**src/rtl/ov5640_sccb_cfg_seq.sv**
```systemverilog
// ov5640_sccb_cfg_seq: walks the OV5640 register LUT once after reset and
// programs every entry into the sensor through the Gowin I2C master
// register interface (I_clk domain, 27 MHz).
//
// Ports:
//   I_clk, I_rst_n          clock, asynchronous active-low reset
//   O_lut_index, I_lut_data LUT address / combinational LUT entry
//                           {dev addr[31:24], reg addr[23:8], value[7:0]}
//   O_tx_en, O_waddr,       one-cycle register write strobe to the master
//   O_wdata
//   O_rx_en, O_raddr,       one-cycle register read strobe; I_rdata is valid
//   I_rdata                 on the cycle after O_rx_en
//   I_iic_int               master interrupt, level, cleared by IACK
//   O_busy, O_done, O_error sequence status; done and error are sticky
//
// Optional feature: define OV5640_CFG_ACK_CHECK_EN to read SR after every
// byte and retry an entry (STOP, then restart from byte 0) on NACK, giving
// up with O_error after MAX_RETRY retries. Undefined: O_rx_en/O_raddr stay 0
// and I_rdata is ignored.
module ov5640_sccb_cfg_seq #(
   parameter int unsigned LUT_SIZE    = 252,
   parameter logic [15:0] PRESCALE    = 16'd53,
   parameter int unsigned INIT_DELAY  = 540_000,
   parameter int unsigned RESET_DELAY = 135_000,
   parameter int unsigned INT_TIMEOUT = 27_000,
   parameter int unsigned MAX_RETRY   = 3
) (
   input  logic        I_clk,
   input  logic        I_rst_n,
   output logic [9:0]  O_lut_index,
   input  logic [31:0] I_lut_data,
   output logic        O_tx_en,
   output logic [2:0]  O_waddr,
   output logic [7:0]  O_wdata,
   output logic        O_rx_en,
   output logic [2:0]  O_raddr,
   input  logic [7:0]  I_rdata,
   input  logic        I_iic_int,
   output logic        O_busy,
   output logic        O_done,
   output logic        O_error
);

   localparam int unsigned DLY_A   = (INIT_DELAY > RESET_DELAY) ? INIT_DELAY : RESET_DELAY;
   localparam int unsigned DLY_MAX = (DLY_A > INT_TIMEOUT) ? DLY_A : INT_TIMEOUT;
   localparam int unsigned CNT_W   = $clog2(DLY_MAX + 1);
   localparam int unsigned IDX_W   = 10;

   localparam logic [CNT_W-1:0] INIT_LAST = CNT_W'(INIT_DELAY - 1);
   localparam logic [CNT_W-1:0] RST_LAST  = CNT_W'(RESET_DELAY - 1);
   localparam logic [CNT_W-1:0] TMO_LAST  = CNT_W'(INT_TIMEOUT - 1);
   localparam logic [IDX_W-1:0] LAST_IDX  = IDX_W'(LUT_SIZE - 1);

   localparam logic [2:0] A_PRER_LO = 3'd0;
   localparam logic [2:0] A_PRER_HI = 3'd1;
   localparam logic [2:0] A_CTR     = 3'd2;
   localparam logic [2:0] A_TXR     = 3'd3;
   localparam logic [2:0] A_CR      = 3'd4;

   localparam logic [7:0] CR_STA_WR = 8'h90;
   localparam logic [7:0] CR_WR     = 8'h10;
   localparam logic [7:0] CR_WR_STO = 8'h50;
   localparam logic [7:0] CR_IACK   = 8'h01;
   localparam logic [7:0] CTR_EN    = 8'h80;

`ifdef OV5640_CFG_ACK_CHECK_EN
   localparam logic [7:0]  CR_STO = 8'h40;
   localparam int unsigned RTY_W  = (MAX_RETRY > 0) ? $clog2(MAX_RETRY + 1) : 1;
   localparam logic [RTY_W-1:0] RTY_LAST = RTY_W'(MAX_RETRY);
`endif

   typedef enum logic [4:0] {
      S_PWR_WAIT, S_INIT, S_LOAD, S_TX, S_CMD, S_WAIT_INT, S_IACK,
      S_NEXT, S_RST_WAIT, S_DONE, S_ERROR
`ifdef OV5640_CFG_ACK_CHECK_EN
      , S_RD_REQ, S_RD_WAIT, S_RD_CHK, S_STOP_CMD, S_STOP_WAIT, S_STOP_IACK
`endif
   } state_t;

   state_t           state_q, state_d;
   logic [CNT_W-1:0] cnt_q, cnt_d;
   logic [31:0]      entry_q, entry_d;
   logic [1:0]       byte_q, byte_d;
   logic [IDX_W-1:0] idx_d;
   logic             tx_en_d, rx_en_d, busy_d, done_d, error_d;
   logic [2:0]       waddr_d, raddr_d;
   logic [7:0]       wdata_d;
   logic             soft_rst_c;
   logic             unused_c;
`ifdef OV5640_CFG_ACK_CHECK_EN
   logic [RTY_W-1:0] retry_q, retry_d;
   assign unused_c = ^I_rdata[6:0];
`else
   assign unused_c = ^{I_rdata, 32'(MAX_RETRY)};
`endif

   // A write of 0x3008 with bit7 set soft-resets the sensor; it needs settle time.
   assign soft_rst_c = (entry_q[23:8] == 16'h3008) && entry_q[7];

   // State and output registers
   always_ff @(posedge I_clk or negedge I_rst_n) begin
      if (!I_rst_n) begin
         state_q     <= S_PWR_WAIT;
         cnt_q       <= '0;
         entry_q     <= '0;
         byte_q      <= '0;
         O_lut_index <= '0;
         O_tx_en     <= 1'b0;
         O_waddr     <= '0;
         O_wdata     <= '0;
         O_rx_en     <= 1'b0;
         O_raddr     <= '0;
         O_busy      <= 1'b0;
         O_done      <= 1'b0;
         O_error     <= 1'b0;
`ifdef OV5640_CFG_ACK_CHECK_EN
         retry_q     <= '0;
`endif
      end else begin
         state_q     <= state_d;
         cnt_q       <= cnt_d;
         entry_q     <= entry_d;
         byte_q      <= byte_d;
         O_lut_index <= idx_d;
         O_tx_en     <= tx_en_d;
         O_waddr     <= waddr_d;
         O_wdata     <= wdata_d;
         O_rx_en     <= rx_en_d;
         O_raddr     <= raddr_d;
         O_busy      <= busy_d;
         O_done      <= done_d;
         O_error     <= error_d;
`ifdef OV5640_CFG_ACK_CHECK_EN
         retry_q     <= retry_d;
`endif
      end
   end

   // Next-state and next-output logic
   always_comb begin
      state_d = state_q;
      cnt_d   = cnt_q;
      entry_d = entry_q;
      byte_d  = byte_q;
      idx_d   = O_lut_index;
      tx_en_d = 1'b0;
      waddr_d = '0;
      wdata_d = '0;
      rx_en_d = 1'b0;
      raddr_d = '0;
      busy_d  = O_busy;
      done_d  = O_done;
      error_d = O_error;
`ifdef OV5640_CFG_ACK_CHECK_EN
      retry_d = retry_q;
`endif
      unique case (state_q)
         S_PWR_WAIT: begin
            busy_d = 1'b1;
            if (cnt_q == INIT_LAST) begin
               cnt_d   = '0;
               state_d = S_INIT;
            end else begin
               cnt_d = cnt_q + CNT_W'(1);
            end
         end
         // Prescaler low, prescaler high, core enable on consecutive cycles
         S_INIT: begin
            tx_en_d = 1'b1;
            case (cnt_q[1:0])
               2'd0:    begin waddr_d = A_PRER_LO; wdata_d = PRESCALE[7:0];  end
               2'd1:    begin waddr_d = A_PRER_HI; wdata_d = PRESCALE[15:8]; end
               default: begin waddr_d = A_CTR;     wdata_d = CTR_EN;         end
            endcase
            if (cnt_q[1:0] == 2'd2) begin
               cnt_d   = '0;
               state_d = S_LOAD;
            end else begin
               cnt_d = cnt_q + CNT_W'(1);
            end
         end
         S_LOAD: begin
            entry_d = I_lut_data;
            byte_d  = '0;
`ifdef OV5640_CFG_ACK_CHECK_EN
            retry_d = '0;
`endif
            state_d = S_TX;
         end
         S_TX: begin
            tx_en_d = 1'b1;
            waddr_d = A_TXR;
            case (byte_q)
               2'd0:    wdata_d = entry_q[31:24];
               2'd1:    wdata_d = entry_q[23:16];
               2'd2:    wdata_d = entry_q[15:8];
               default: wdata_d = entry_q[7:0];
            endcase
            state_d = S_CMD;
         end
         S_CMD: begin
            tx_en_d = 1'b1;
            waddr_d = A_CR;
            wdata_d = (byte_q == 2'd0) ? CR_STA_WR :
                      (byte_q == 2'd3) ? CR_WR_STO : CR_WR;
            cnt_d   = '0;
            state_d = S_WAIT_INT;
         end
         S_WAIT_INT: begin
            if (I_iic_int) begin
               state_d = S_IACK;
            end else if (cnt_q == TMO_LAST) begin
               error_d = 1'b1;
               busy_d  = 1'b0;
               state_d = S_ERROR;
            end else begin
               cnt_d = cnt_q + CNT_W'(1);
            end
         end
         S_IACK: begin
            tx_en_d = 1'b1;
            waddr_d = A_CR;
            wdata_d = CR_IACK;
`ifdef OV5640_CFG_ACK_CHECK_EN
            state_d = S_RD_REQ;
`else
            if (byte_q != 2'd3) begin
               byte_d  = byte_q + 2'd1;
               state_d = S_TX;
            end else begin
               state_d = S_NEXT;
            end
`endif
         end
`ifdef OV5640_CFG_ACK_CHECK_EN
         S_RD_REQ: begin
            rx_en_d = 1'b1;
            raddr_d = A_CR;
            state_d = S_RD_WAIT;
         end
         S_RD_WAIT: state_d = S_RD_CHK;
         // SR bit7 (RxACK) set means the sensor did not acknowledge
         S_RD_CHK: begin
            if (I_rdata[7]) begin
               if (retry_q == RTY_LAST) begin
                  error_d = 1'b1;
                  busy_d  = 1'b0;
                  state_d = S_ERROR;
               end else begin
                  retry_d = retry_q + RTY_W'(1);
                  state_d = S_STOP_CMD;
               end
            end else if (byte_q != 2'd3) begin
               byte_d  = byte_q + 2'd1;
               state_d = S_TX;
            end else begin
               state_d = S_NEXT;
            end
         end
         S_STOP_CMD: begin
            tx_en_d = 1'b1;
            waddr_d = A_CR;
            wdata_d = CR_STO;
            cnt_d   = '0;
            state_d = S_STOP_WAIT;
         end
         S_STOP_WAIT: begin
            if (I_iic_int) begin
               state_d = S_STOP_IACK;
            end else if (cnt_q == TMO_LAST) begin
               error_d = 1'b1;
               busy_d  = 1'b0;
               state_d = S_ERROR;
            end else begin
               cnt_d = cnt_q + CNT_W'(1);
            end
         end
         S_STOP_IACK: begin
            tx_en_d = 1'b1;
            waddr_d = A_CR;
            wdata_d = CR_IACK;
            byte_d  = '0;
            state_d = S_TX;
         end
`endif
         S_NEXT: begin
            if (soft_rst_c) begin
               cnt_d   = '0;
               state_d = S_RST_WAIT;
            end else if (O_lut_index == LAST_IDX) begin
               done_d  = 1'b1;
               busy_d  = 1'b0;
               state_d = S_DONE;
            end else begin
               idx_d   = O_lut_index + IDX_W'(1);
               state_d = S_LOAD;
            end
         end
         S_RST_WAIT: begin
            if (cnt_q != RST_LAST) begin
               cnt_d = cnt_q + CNT_W'(1);
            end else if (O_lut_index == LAST_IDX) begin
               done_d  = 1'b1;
               busy_d  = 1'b0;
               state_d = S_DONE;
            end else begin
               idx_d   = O_lut_index + IDX_W'(1);
               state_d = S_LOAD;
            end
         end
         S_DONE:  begin done_d  = 1'b1; busy_d = 1'b0; end
         S_ERROR: begin error_d = 1'b1; busy_d = 1'b0; end
         default: state_d = S_ERROR;
      endcase
   end

endmodule

```
**config.mk**
```make
export PLATFORM = sky130hd
export DESIGN_NAME = ov5640_sccb_cfg_seq
export DESIGN_NICKNAME = d
export VERILOG_FILES = /design/src/rtl/ov5640_sccb_cfg_seq.sv
export SDC_FILE = /design/constraint.sdc
export NUM_CORES = 1
export LEC_CHECK = 0
export ABC_AREA = 1
export CAP_MARGIN = 15
export CORE_UTILIZATION = 41
export CTS_BUF_LIST = sky130_fd_sc_hd__clkbuf_8 sky130_fd_sc_hd__clkbuf_16
export CTS_CLUSTER_SIZE = 24
export DETAILED_ROUTE_END_ITERATION = 12
export PLACE_DENSITY = 0.68
export SLEW_MARGIN = 20
export SYNTH_ARGS = -nofsm -noshare
export SYNTH_HDL_FRONTEND = slang
export SYNTH_SLANG_ARGS = --single-unit
```
**constraint.sdc**
```tcl
create_clock -name I_clk -period 5.4 [get_ports I_clk]
set_clock_uncertainty 0.15 [all_clocks]
set_input_delay 0.54 -clock I_clk [delete_from_list [all_inputs] [get_ports I_clk]]
set_output_delay 0.54 -clock I_clk [all_outputs]
set_load 0.01 [all_outputs]
```
Word-level counts from Yosys, hierarchy flattened
Index checks and enable logic that the tools add are counted.
{"block": "totals", "latchBits": 0, "ramBits": 0, "in_bits": 43, "output_inout_bits": 29, "mem_count": 0, "elab_cells": 110, "ff_bits": 84, "romBits": 0}
{"block": "op_classes", "add_sub_neg": 3, "order_cmp": 0, "mul": 0, "shift": 0, "reduce_logical": 20, "n_mux": 43, "bitwise_logic": 1, "div_mod_pow": 0, "n_eq_ne": 32}
{"cell": "2-to-1 mux 20 bit", "count": 6}
{"cell": "case mux 20 bit (6 select lines)", "count": 1}
{"cell": "case mux 5 bit (10 select lines)", "count": 1}
{"cell": "case mux 8 bit (4 select lines)", "count": 1}
{"cell": "2-to-1 mux 10 bit", "count": 3}
{"cell": "2-to-1 mux 5 bit", "count": 5}
{"cell": "case mux 8 bit (3 select lines)", "count": 1}
{"cell": "inequality test 2 bit (second input constant)", "count": 11}
{"cell": "adder 20 x 1 -> 20 bit (second input constant)", "count": 1}
{"cell": "== test 20 x 15 -> 1 bit (second input constant)", "count": 1}
{"cell": "== test 20 bit (second input constant)", "count": 1}
{"cell": "== test 5 x 3 -> 1 bit (second input constant)", "count": 4}
{"cell": "inequality test 20 x 18 -> 1 bit (second input constant)", "count": 1}
{"cell": "case mux 10 bit (2 select lines)", "count": 1}
{"cell": "== test 16 x 14 -> 1 bit (second input constant)", "count": 1}
{"cell": "case mux 8 bit (2 select lines)", "count": 1}
{"cell": "== test 5 x 4 -> 1 bit (second input constant)", "count": 3}
{"cell": "AND reduction 5 bit", "count": 3}
{"cell": "2-to-1 mux 1 bit", "count": 11}
{"cell": "adder 10 x 1 -> 10 bit (second input constant)", "count": 1}
{"cell": "== test 10 x 8 -> 1 bit (second input constant)", "count": 1}
{"cell": "== test 5 x 2 -> 1 bit (second input constant)", "count": 2}
{"cell": "case mux 3 bit (3 select lines)", "count": 1}
{"cell": "AND reduction 3 bit", "count": 3}
{"cell": "25 further kinds", "count": 34}

Logic depth before layout (Yosys ltp)
{"block": "logic_depth", "ltp_word": 4, "mapped_depth": 13}

Worst setup path after synthesis
OpenSTA, ideal clock, no wires.
{"block": "synth_path", "path_type": "register to register", "start": "register cnt_q[0]", "end": "register O_lut_index[9]", "setup_slack_ps": 3447, "synth_period_minus_slack_ps": 1953, "path_stages_with_launch": 13, "t_arrival_ps": 1683, "required_time_ps": 5130, "n_path_buf": 0, "path_cell_list": "dfrtp_1 -> ha_1 -> nand2_1 -> nor2_1 -> nand2_1 -> nor2_2 -> nand2_1 -> nand2_2 -> nand2_4 -> nor2_8 -> nand2_2 -> o21ai_1 -> nand2_1"}
{"block": "synth_between", "elab_chain_len": 3}
{"item": "start: declaration", "line": "81", "text": "logic [CNT_W-1:0] cnt_q, cnt_d;"}
{"item": "start signal: assignment", "line": "121", "text": "cnt_q <= cnt_d;"}
{"item": "inequality test 20 x 18 -> 1 bit", "line": "300", "text": "if (cnt_q != RST_LAST) begin"}
{"item": "inequality test 2 bit (no line)"}
{"item": "AND reduction 3 bit (no line)"}
{"item": "end signal: assignment", "line": "124", "text": "O_lut_index <= idx_d;"}
{"item": "end: declaration", "line": "30", "text": "output logic [9:0] O_lut_index,"}
Every way passes these cells.
A chain may end at the register's enable or synchronous reset.

Worst setup path after layout
{"block": "layout_path", "start": "register cnt_q[0]", "end": "register cnt_q[3]"}
{"block": "layout_between", "elab_chain_len": 4}
{"item": "adder 20 x 1 -> 20 bit"}
{"item": "2-to-1 mux 20 bit", "line": "212", "text": "end else if (cnt_q == TMO_LAST) begin"}
{"item": "2-to-1 mux 20 bit", "line": "210", "text": "if (I_iic_int) begin"}
{"item": "case mux 20 bit (6 select lines)", "line": "157", "text": "unique case (state_q)"}
Several ways; a longest one is shown, not always the timed one. The select of a mux whose other input is x is not followed.

==> flow_summary.toml <==
[routing]
ant_nets = 0
wl_um = 12300
wl_per_cell_um = 14.2
dr.pass1.iters = 7
drtIter0Drc = 325
drc_errors = 0
vias = 4550
vias_per_cell = 5.26

[clock_tree]
cts-resized-gates = 0
cts_tree = "done"
clock_sinks = 83
cts_max_level = 3
cts_hold_buf = 1
cts-root-buf = "clkbuf_16"
cts_buffers = 9
clk_latency_ns = 0.35
clockBufferDepth = 2
post_cts_buffers = 0
clk_pin_slew_worst_paths_ns = 0.06

[floorplanning]
io_pins = 72
start_util = 0.419
fp.dieH_um = 113
die_area_mm2 = 0.0127
die_w_um = 113
core_area_mm2 = 0.0120
row_count = 40

[setup_path]
cp_data_required_time_ns = 5.48
crit_slowest_cell = "dfrtp_1"
critPathTopFamily = "simple AND/OR/NAND/NOR gates"
crit_path_cell_trace = "ha_1 -> nand2_1 -> inv_1 -> nand2_1 -> nor2_1 -> nand3b_1 -> nand3_1 -> o211ai_1 -> nand2_1 -> o21ai_1"
slowest_delay_ns = 0.59
cpMostUsedCell = "nand2_1"
crit_path_end_kind = "flop"
critPathArrivalTime_ns = 2.50
worstSetupPathType = "reg2reg"
path_buf_inv = 1
critPathMaxFanout = 10
startpoint_type = "flop"

[finish]
drive_above_1_share = 0.110
final_area_mm2 = 0.00605
area_growth_pct = 20.3
antenna_cells = 0
nNetsFinal = 768
layout_commonest_cell = "nand2_1"
fin_util = 0.504
layout_common_cells = "158 x nand2_1, 85 x nand3_1, 83 x dfrtp_1"
nFillCells = 1169

[yosys]
syn_area_mm2 = 0.00503
synthCells = 656
synth_cell_type_count = 38
async_flop_share = 1.00
synth_edf_count = 0
ys.flop_type = "dfrtp_1"
yosysWarningCount = 0
yosysSeqAreaShare = 0.413
synth_seq_cells = 83
avgSynthCellArea_um2 = 7.67

[status]
status = "complete, no violations"

[power]
p_sw_frac = 0.219
p_sw_w = 0.000304
internal_power_w = 0.00109
clkPwrFrac = 0.499
peakVddDrop_mv = 0.157
p_per_area_mw_per_mm2 = 230
pwr-share-comb = 0.041
power.share.sequential = 0.461
p_leak_nw = 2.80

[sta]
drv_slew = 0
setup_slack_ns = 2.98
tightestPinTransition_ns = 0.923
period_minus_slack_ns = 2.42
fmax_ghz = 0.413
period_share = 0.448
finalHoldViolCount = 0
fin_tns_setup_ns = 0
setup_viol = 0
rsz0062_at_grt = "no"
maxSlewHeadroom = 0.385

[grt]
busiest_layer = "met2"
grt_first_pass_wirelength_um = 20700
use_met3 = 0.0300
grt_pass1_vias = 4369
track_usage = 0.205
global_route.usage.met2 = 0.348
use_met1 = 0.261
overflow = 0
grt_max_degree = 74
antenna_found_initial = 0

[place]
numPortBuffers = 59
hpwl_um = 8940
finalWeightedCongestion = 0.900
placed_area_mm2 = 0.00571
pre_cts_ws_ns = 3.02

[min_path]
hp-class = "reg2reg"

[run]
maxCapViolCount = 0
## cells by family (layout without fill, tap and decap cells)
family / after synthesis / after routing / share of synthesized area
compound gates: 69 / 69 / 0.0803
xor+xnor: 10 / 10 / 0.0174
fa+ha+maj: 12 / 12 / 0.0298
buf+inv: 92 / 151 / 0.0788
flops: 83 / 83 / 0.413
mux: 27 / 27 / 0.0604
other cells: 1 / 4 / 0.000745
simple gates: 362 / 362 / 0.320
## layer usage
| layer | wire length [um] | share of wire |
|---|---|---|
| met1 | 5570 | 0.45 |
| met2 | 5980 | 0.49 |
| met3 | 456 | 0.037 |
| met4 | 256 | 0.021 |
| met5 | 0 | 0 |
## power by group through the flow
stage | Combinational, W | Sequential (W) | Clock, W
after floorplan | 0.0000181 | 0.000650 | 0
after global placement | 0.0000561 | 0.000652 | 0
after detailed placement | 0.0000576 | 0.000653 | 0
after CTS | 0.0000584 | 0.000641 | 0.000701
after global routing | 0.0000632 | 0.000643 | 0.000722
final | 0.0000568 | 0.000642 | 0.000694
## registers in the layout (all words and copies together), names as in the netlist
signal,count
O_busy,1
O_done,1
O_error,1
O_lut_index,10
O_tx_en,1
O_waddr,3
O_wdata,8
byte_q,2
cnt_q,20
entry_q,32
state_q,4
## area by class of cell
type / count / area (um^2) / share of cell area
Tap cell: 147 / 184 / 0.0304
Clock buffer: 10 / 239 / 0.0395
Timing Repair Buffer: 62 / 613 / 0.101
Multi-Input combinational cell: 484 / 2570 / 0.425
Clock inverter: 6 / 93.8 / 0.0155
Sequential cell: 83 / 2080 / 0.343
Inverter: 73 / 277 / 0.0457
## stage by stage
| stage | power [W] | hold WS, ns | std cells |
|---|---|---|---|
| CTS | 0.00140 | 0.324 | 865 |
| floorplan | 0.000668 | 0.0944 | 659 |
| global route | 0.00143 | 0.354 | 865 |
| detailed placement | 0.000711 | 0.247 | 848 |
| finish | 0.00139 | 0.317 | 865 |
| global placement | 0.000708 | 0.245 | 848 |
## Yosys cell counts (4+ instances only)
cell | number | share of area
nand2_1 | 158 | 0.12
nand3_1 | 85 | 0.085
dfrtp_1 | 83 | 0.41
nor2_1 | 74 | 0.055
inv_1 | 60 | 0.045
mux2_2 | 27 | 0.060
o21ai_0 | 27 | 0.027
nand4_1 | 18 | 0.022
o21ai_1 | 16 | 0.016
ha_1 | 12 | 0.030
inv_2 | 12 | 0.0090
a21oi_1 | 10 | 0.0099
xor2_1 | 8 | 0.014
nor3_1 | 7 | 0.0070
buf_2 | 6 | 0.0060
nand2_2 | 6 | 0.0075
nor2_2 | 6 | 0.0075
buf_4 | 5 | 0.0075
clkbuf_1 | 4 | 0.0030
o211ai_1 | 4 | 0.0060
## path summary, 6_finish.rpt
path	cells past startpoint	to	start	slack, ns
max	10	cnt_q[3]$_DFFE_PN0P_	cnt_q[0]$_DFFE_PN0P_	2.98
min	2	O_error$_DFFE_PN0P_	O_error$_DFFE_PN0P_	0.32
max reg2reg	10	cnt_q[3]$_DFFE_PN0P_	cnt_q[0]$_DFFE_PN0P_	2.98
min reg2reg	2	O_error$_DFFE_PN0P_	O_error$_DFFE_PN0P_	0.32
max in group asynchronous	3	O_wdata[4]$_DFF_PN0_	I_rst_n	3.53
min in group asynchronous	2	cnt_q[14]$_DFFE_PN0P_	I_rst_n	0.41
## worst reg2reg max path: stages (launching register included)
cell,delay [ns]
dfrtp_1,0.59
ha_1,0.34
nand2_1,0.13
inv_1,0.10
nand2_1,0.07
nor2_1,0.15
nand3b_1,0.34
nand3_1,0.21
o211ai_1,0.11
nand2_1,0.07
o21ai_1,0.06
Power figures use the tool's default switching activity.
